<file path="config.mk">
export PLATFORM = sky130hd
export DESIGN_NAME = uart_rx_pkt_ctrl
export DESIGN_NICKNAME = d
export VERILOG_FILES = /design/src/rtl/uart_rx_pkt_ctrl.sv
export SDC_FILE = /design/constraint.sdc
export NUM_CORES = 1
export LEC_CHECK = 0
export ABC_AREA = 1
export CAP_MARGIN = 15
export CORE_UTILIZATION = 64
export DETAILED_ROUTE_END_ITERATION = 6
export PLACE_DENSITY_LB_ADDON = 0.3
export SLEW_MARGIN = 10
export SYNTH_ARGS = -nofsm -noshare
export SYNTH_HDL_FRONTEND = slang
export SYNTH_SLANG_ARGS = --single-unit
</file>
<file path="constraint.sdc">
create_clock -name clk -period 3.75 [get_ports clk]
set_input_delay 0.75 -clock clk [delete_from_list [all_inputs] [get_ports clk]]
set_output_delay 0.75 -clock clk [all_outputs]
set_load 0.01 [all_outputs]
</file>
<file path="src/rtl/uart_rx_pkt_ctrl.sv">
// Frames SYNC/LEN/payload/CHK packets from the UART byte stream, verifies them and holds the payload for a consumer.
// Optional inter-byte timeout is built only when UART_PKT_TIMEOUT_EN is defined.
module uart_rx_pkt_ctrl #(
    parameter int         MAX_LEN     = 16,
    parameter logic [7:0] SYNC_BYTE   = 8'hA5,
    parameter int         TIMEOUT_CYC = 100000,
    parameter int         LEN_W       = $clog2(MAX_LEN + 1)
) (
    input  logic             clk,
    input  logic             reset,
    input  logic [7:0]       rx_data,
    input  logic             rx_done,
    output logic             pkt_valid,
    output logic [LEN_W-1:0] pkt_len,
    input  logic             pkt_ack,
    input  logic [LEN_W-1:0] pkt_rd_addr,
    output logic [7:0]       pkt_rd_data,
    output logic             err_chk,
    output logic             err_len,
    output logic             err_ovr,
    output logic             err_timeout,
    output logic             busy
);
    localparam int               IDX_W     = (MAX_LEN > 1) ? $clog2(MAX_LEN) : 1;
    localparam logic [7:0]       MAX_LEN_B = 8'(MAX_LEN);
    localparam logic [LEN_W-1:0] MAX_LEN_L = LEN_W'(MAX_LEN);

    typedef enum logic [2:0] {S_IDLE, S_LEN, S_PAYLOAD, S_CHK, S_HOLD} state_t;

    state_t     state, state_n;
    logic       rx_done_q;
    logic       ev;
    logic       timeout_hit;
    logic [7:0] len_q;
    logic [7:0] sum;
    logic [7:0] idx;
    logic       err_chk_n, err_len_n, err_ovr_n;
    logic [7:0] pkt_buf [0:MAX_LEN-1];

    assign ev = rx_done & ~rx_done_q;

    always_ff @(posedge clk) begin
        if (reset) state <= S_IDLE;
        else       state <= state_n;
    end

    always_comb begin
        state_n = state;
        case (state)
            S_IDLE: begin
                if (ev && rx_data == SYNC_BYTE) state_n = S_LEN;
            end
            S_LEN: begin
                if (ev) begin
                    if (rx_data > MAX_LEN_B)  state_n = S_IDLE;
                    else if (rx_data == 8'd0) state_n = S_CHK;
                    else                      state_n = S_PAYLOAD;
                end else if (timeout_hit) begin
                    state_n = S_IDLE;
                end
            end
            S_PAYLOAD: begin
                if (ev) begin
                    if (idx == len_q - 8'd1) state_n = S_CHK;
                end else if (timeout_hit) begin
                    state_n = S_IDLE;
                end
            end
            S_CHK: begin
                if (ev)               state_n = (rx_data == sum) ? S_HOLD : S_IDLE;
                else if (timeout_hit) state_n = S_IDLE;
            end
            S_HOLD: begin
                // Release and a new SYNC in the same cycle chain straight into LEN.
                if (pkt_ack) state_n = (ev && rx_data == SYNC_BYTE) ? S_LEN : S_IDLE;
            end
            default: state_n = S_IDLE;
        endcase
    end

    always_comb begin
        busy      = (state == S_LEN) || (state == S_PAYLOAD) || (state == S_CHK);
        pkt_valid = (state == S_HOLD);
        err_len_n = ev && (state == S_LEN) && (rx_data > MAX_LEN_B);
        err_chk_n = ev && (state == S_CHK) && (rx_data != sum);
        err_ovr_n = ev && (state == S_HOLD) && !pkt_ack;
    end

    always_ff @(posedge clk) begin
        if (reset) begin
            rx_done_q   <= 1'b0;
            len_q       <= 8'd0;
            sum         <= 8'd0;
            idx         <= 8'd0;
            pkt_len     <= '0;
            pkt_rd_data <= 8'd0;
            err_chk     <= 1'b0;
            err_len     <= 1'b0;
            err_ovr     <= 1'b0;
        end else begin
            rx_done_q   <= rx_done;
            err_chk     <= err_chk_n;
            err_len     <= err_len_n;
            err_ovr     <= err_ovr_n;
            pkt_rd_data <= (pkt_rd_addr < MAX_LEN_L) ? pkt_buf[pkt_rd_addr[IDX_W-1:0]] : 8'h00;
            if (ev) begin
                case (state)
                    S_LEN: begin
                        len_q <= rx_data;
                        sum   <= rx_data;
                        idx   <= 8'd0;
                    end
                    S_PAYLOAD: begin
                        sum <= sum + rx_data;
                        idx <= idx + 8'd1;
                    end
                    S_CHK: begin
                        if (rx_data == sum) pkt_len <= len_q[LEN_W-1:0];
                    end
                    default: ;
                endcase
            end
        end
    end

    // Payload storage has no reset; stale bytes beyond pkt_len remain readable.
    always_ff @(posedge clk) begin
        if (!reset && ev && state == S_PAYLOAD) pkt_buf[idx[IDX_W-1:0]] <= rx_data;
    end

`ifdef UART_PKT_TIMEOUT_EN
    localparam int           TO_W    = (TIMEOUT_CYC > 2) ? $clog2(TIMEOUT_CYC) : 1;
    localparam logic [TO_W-1:0] TO_LAST = TO_W'(TIMEOUT_CYC - 1);

    logic [TO_W-1:0] to_cnt;

    assign timeout_hit = busy && !ev && (to_cnt == TO_LAST);

    always_ff @(posedge clk) begin
        if (reset) begin
            to_cnt      <= '0;
            err_timeout <= 1'b0;
        end else begin
            err_timeout <= timeout_hit;
            if (ev || !busy) to_cnt <= '0;
            else             to_cnt <= to_cnt + 1'b1;
        end
    end
`else
    logic unused_timeout_cfg;
    assign unused_timeout_cfg = (TIMEOUT_CYC != 0);
    assign timeout_hit        = 1'b0;
    assign err_timeout        = 1'b0;
`endif
endmodule
</file>
# After elaboration in Yosys (flattened, before gate mapping)
# Memory sizes are Yosys's and may differ from the RTL's. A register that Yosys moved wholly into a read port is not among the register bits.
# Index checks and enable logic that the tools add are counted.
# op_classes
n_eq_ne	14
mux	15
bitwise	3
n_reduce_logical	21
order_cmp	2
add_sub_neg	3
# ops
cell	count
$pmux W8 S2	2
$mux W3	7
$eq A8 B8 Y1	2
$pmux W3 S5	1
$ne A2 B2 Y1 const B	5
$logic_and A1 B1 Y1	9
$add A8 B1 Y8 const B	1
$add A8 B8 Y8	1
$eq A8 B8 Y1 const B	1
$gt A8 B5 Y1 const B	1
$logic_not A8 Y1	1
$ne A8 B8 Y1	1
$sub A8 B1 Y8 const B	1
$eq A3 B2 Y1 const B	2
$reduce_and A6 Y1	1
$lt A5 B5 Y1 const B	1
$mux W1	4
$reduce_and A2 Y1	2
$eq A3 B1 Y1 const B	1
$eq A3 B3 Y1 const B	1
$logic_not A3 Y1	1
$reduce_and A3 Y1	1
$logic_not A1 Y1	2
$logic_or A1 B1 Y1	2
6 further kinds	7
# totals
in_bits	17
n_memories	1
reg_bits	36
mem_bits_rw	128
word_cells	68
# memory_table
memory	words	width	rd	rd_clocked_by_memory_dff	wr	line	text
pkt_buf	16	8	1	1	1	38	logic [7:0] pkt_buf [0:MAX_LEN-1];

# Longest topological paths before layout
# logic_depth
depth_word	6
mapped_depth	14

# Worst setup path after synthesis
# No wires, ideal clock.
# synth_timing
path_kind	input -> register
from	in rx_done
to	mem pkt_buf[10][0] (enable)
setup_slack_ns	1.474
t_arrival_ns	1.906
t_required_ns	3.380
stages	8
setup_ns	0.370
n_path_buf	0
path_cell_list	inv_1 -> nor2_2 -> inv_1 -> nor2_1 -> inv_1 -> nor2_2 -> nand2_1 -> nor2_1
# synth_via
elab_chain_len	5
# synth_lines
element	line	text
start, declared	12	input logic rx_done,
$and A1 B1 Y1	40	assign ev = rx_done & ~rx_done_q;
$logic_and A1 B1 Y1 (2 in a row)	128	if (!reset && ev && state == S_PAYLOAD) pkt_buf[idx[IDX_W-1:0]] <= rx_data;
$mux W1	128	
$mux W1 (implied by the code)	128	
end, declared	38	
# Every way passes these cells.

# Worst setup path after layout
# layout_timing
from	reg state[1]
to	mem pkt_buf[15][4] (enable)
# layout_via
elab_chain_len	4
# layout_lines
element	line	text
start, declared	30	state_t state, state_n;
start signal, assigned	44	else state <= state_n;
$eq A3 B2 Y1	128	
$logic_and A1 B1 Y1	128	
$mux W1	128	
$mux W1 (implied by the code)	128	
# Every way passes these cells.

==> results.md <==
- CTS resizes: 0
- Seq pwr share: 45.9%
- Area grow syn2layout: 14.5%
- # DRC: 0
- Setup violators final: 0
- Design Power: 0.00472 W
- Die ar.: 12000 µm²
- Worst EP required: 3.82 ns
- Vias in the first global route: 5457
- Critical Path Source Type: flip-flop
- P_int: 0.00345 W
- Sequential area share after synthesis: 63.6%
- Fmax: 0.353 GHz
- PortBufs: 34
- DR vias: 5710
- Final TNS setup: 0 ns
- Ant diodes: 0
- Congestion Overflow GR: 0
- Crit path max fanout: 10
- Pin count of the biggest net entering global routing: 65
- Lkg Pwr: 3.03 nW
- Syn Inst Count: 704
- Clock latency on the worst-skew pair: 0.44 ns
- Final Max Slew Viols: 0
- Maximum Capacitance Violations: 0
- Final Cycle Share: 75.5%
- Setup repair after global routing missed its margin: no
- Setup WS pre-CTS: 0.559 ns
- FF+latch count, synth: 172
- Tot GR Track Use: 33.4%
- Die Y: 110 µm
- Final cell count without fillers: 891
- Root Driver: clkbuf_16
- Min cycle time layout: 2.83 ns
- Final Wtd Congestion: 0.947
- Post-synthesis cell area: 7420 µm²
- Starting density of the core: 67.0%
- Initial antenna violation count: 0
- CTS Buf Count: 17
- Clock tree buffer depth: 2
- Die W: 110 µm
- Mapped Avg Cell Area: 10.5 µm²
- Switching part of the total: 27.0%
- Post-synth EDFFs: 128
- Async SR Flop Fraction: 0%
- CTS clk-pin slew, worst paths: 0.06 ns
- Crit end category: flip-flop
- Setup Fix Bufs, Post-CTS: 0
- Final worst slack: 0.920 ns
- Fillers: 707
- Nets@finish: 768
- WHS: 0.452 ns
- Ys Warns: 0
- Cts hold-fix bufs: 0
- Row cnt: 38
- Gate power share: 16.0%
- Post-Place Cells: 859
- Iteration-0 DRC Markers: 572
- CTS tree: built
- Switching power: 0.00128 W
- Clock share of power: 38.1%
- Most frequent cells in the layout: edfxtp_1, nor2_1, o21ai_0
- Fraction of layout cells with a size suffix above 1: 8.26%
- Final hold violation count: 0
- Maximum vdd drop: 0.501 mV
- Ys flop type: edfxtp_1
- Worst Setup Path Type: reg -> reg
- WL final: 18800 µm
- Top Ports: 36
- Total power per unit cell area: 555 nW/µm²
- DR WL/cell: 21.1 µm
- Core area: 11100 µm²
- Yosys cell types: 40
- Pin slew with the least headroom to its limit: 1.04 ns
- Worst EP arrival: 2.90 ns
- Antenna viol nets, final: 0
- Worst slew margin: 30.3%
- Outcome: finished clean
- H-tree lvl count: 4
- CTS Sinks: 172
- Syn Nets: 734
- Reg2reg setup slack: 0.92 ns
- Post-DP HPWL: 11800 µm
- First-pass GRT wire length: 28300 µm
- Worst min path class: reg -> reg
- Commonest non-fill, non-tap cell in the layout: edfxtp_1
- Worst Skew: 0.00550 ns
- Vias per cell: 6.41
- Drt pass-1 iters: 5
[Yosys cell counts (6+ instances only)]
| master | count | area [µm²] |
|---|---|---|
| a21oi_1 | 44 | 220 |
| clkbuf_1 | 27 | 101 |
| dfxtp_1 | 44 | 881 |
| edfxtp_1 | 128 | 3840 |
| ha_1 | 12 | 150 |
| inv_1 | 52 | 195 |
| nand2_1 | 69 | 259 |
| nand3_1 | 26 | 130 |
| nand4_1 | 6 | 37.5 |
| nor2_1 | 108 | 405 |
| nor3_1 | 8 | 40.0 |
| o211ai_1 | 11 | 82.6 |
| o21ai_0 | 89 | 445 |
| o221ai_1 | 21 | 184 |
| o22ai_1 | 12 | 75.1 |
[cell type report]
type / instances / area, µm² / share of cell area, %
repair buffers: 46 / 425 / 5.00
well taps: 140 / 175 / 2.06
multi-input cells: 444 / 2360 / 27.8
clock buffers: 22 / 464 / 5.46
flip-flops and latches: 172 / 4720 / 55.6
inverters: 57 / 214 / 2.52
clock inverters: 10 / 140 / 1.65
[sequential cells by signal, indices dropped and copies added, names as in the netlist, 3 cells and up]
signal       cells
pkt_buf        128
pkt_len          5
len_q            8
sum              8
pkt_rd_data      8
idx              8
state            3
[power groups by stage]
stage               registers, W  clock network [W]  logic (W)
detailed placement       0.00220                  0   0.000734
floorplan                0.00219                  0   0.000518
global placement         0.00220                  0   0.000711
CTS                      0.00216            0.00179   0.000744
global route             0.00217            0.00186   0.000831
finish                   0.00217            0.00180   0.000756
[layer usage]
metal	up-vias	share of wire, %	GRT usage [%]	routed length [µm]
met2	379	48	54.9	9090
met3	81	9.3	7.77	1750
li1	2582	-	-	-
met1	2668	37	40.4	7060
met4	0	5.0	19.7	942
met5	-	0	0	0
[kinds of logic (layout without fill, tap and decap cells)]
group,after synthesis,in the layout,share of synthesized area (%)
buffers and inverters,88,135,4.57
AOI/OAI and AO/OA,187,187,14.5
other,1,1,0.0505
and+or+nand+nor,236,236,14.1
xor gates and xnor gates,7,7,0.826
adders and majority gates,13,13,2.29
DFF,172,172,63.6
[critical path, cell delays in order (launching register included)]
cell and delay [ns]:
dfxtp_1 0.47, inv_2 0.09, nor3_4 0.37, clkinv_1 0.43, nor2_2 0.29, nand2_1 0.23
nor2_1 0.59
[metrics by stage]
stage | utilization (%) | instance area [µm²]
floorplan | - | 7420
global placement | 71.3 | 7900
detailed placement | 71.3 | 7900
CTS | 76.8 | 8500
global route | 76.8 | 8500
finish | 76.8 | 8500
[final timing paths]
check	end	start	cells after the start
hold reg to reg	pkt_len[3]	pkt_len[3]	2
setup reg to reg	pkt_buf[15][4]	state[1]	6
hold / removal	pkt_len[3]	pkt_len[3]	2
setup / recovery	pkt_buf[15][4]	state[1]	6
No activity file was read; power rests on OpenSTA's default activity.
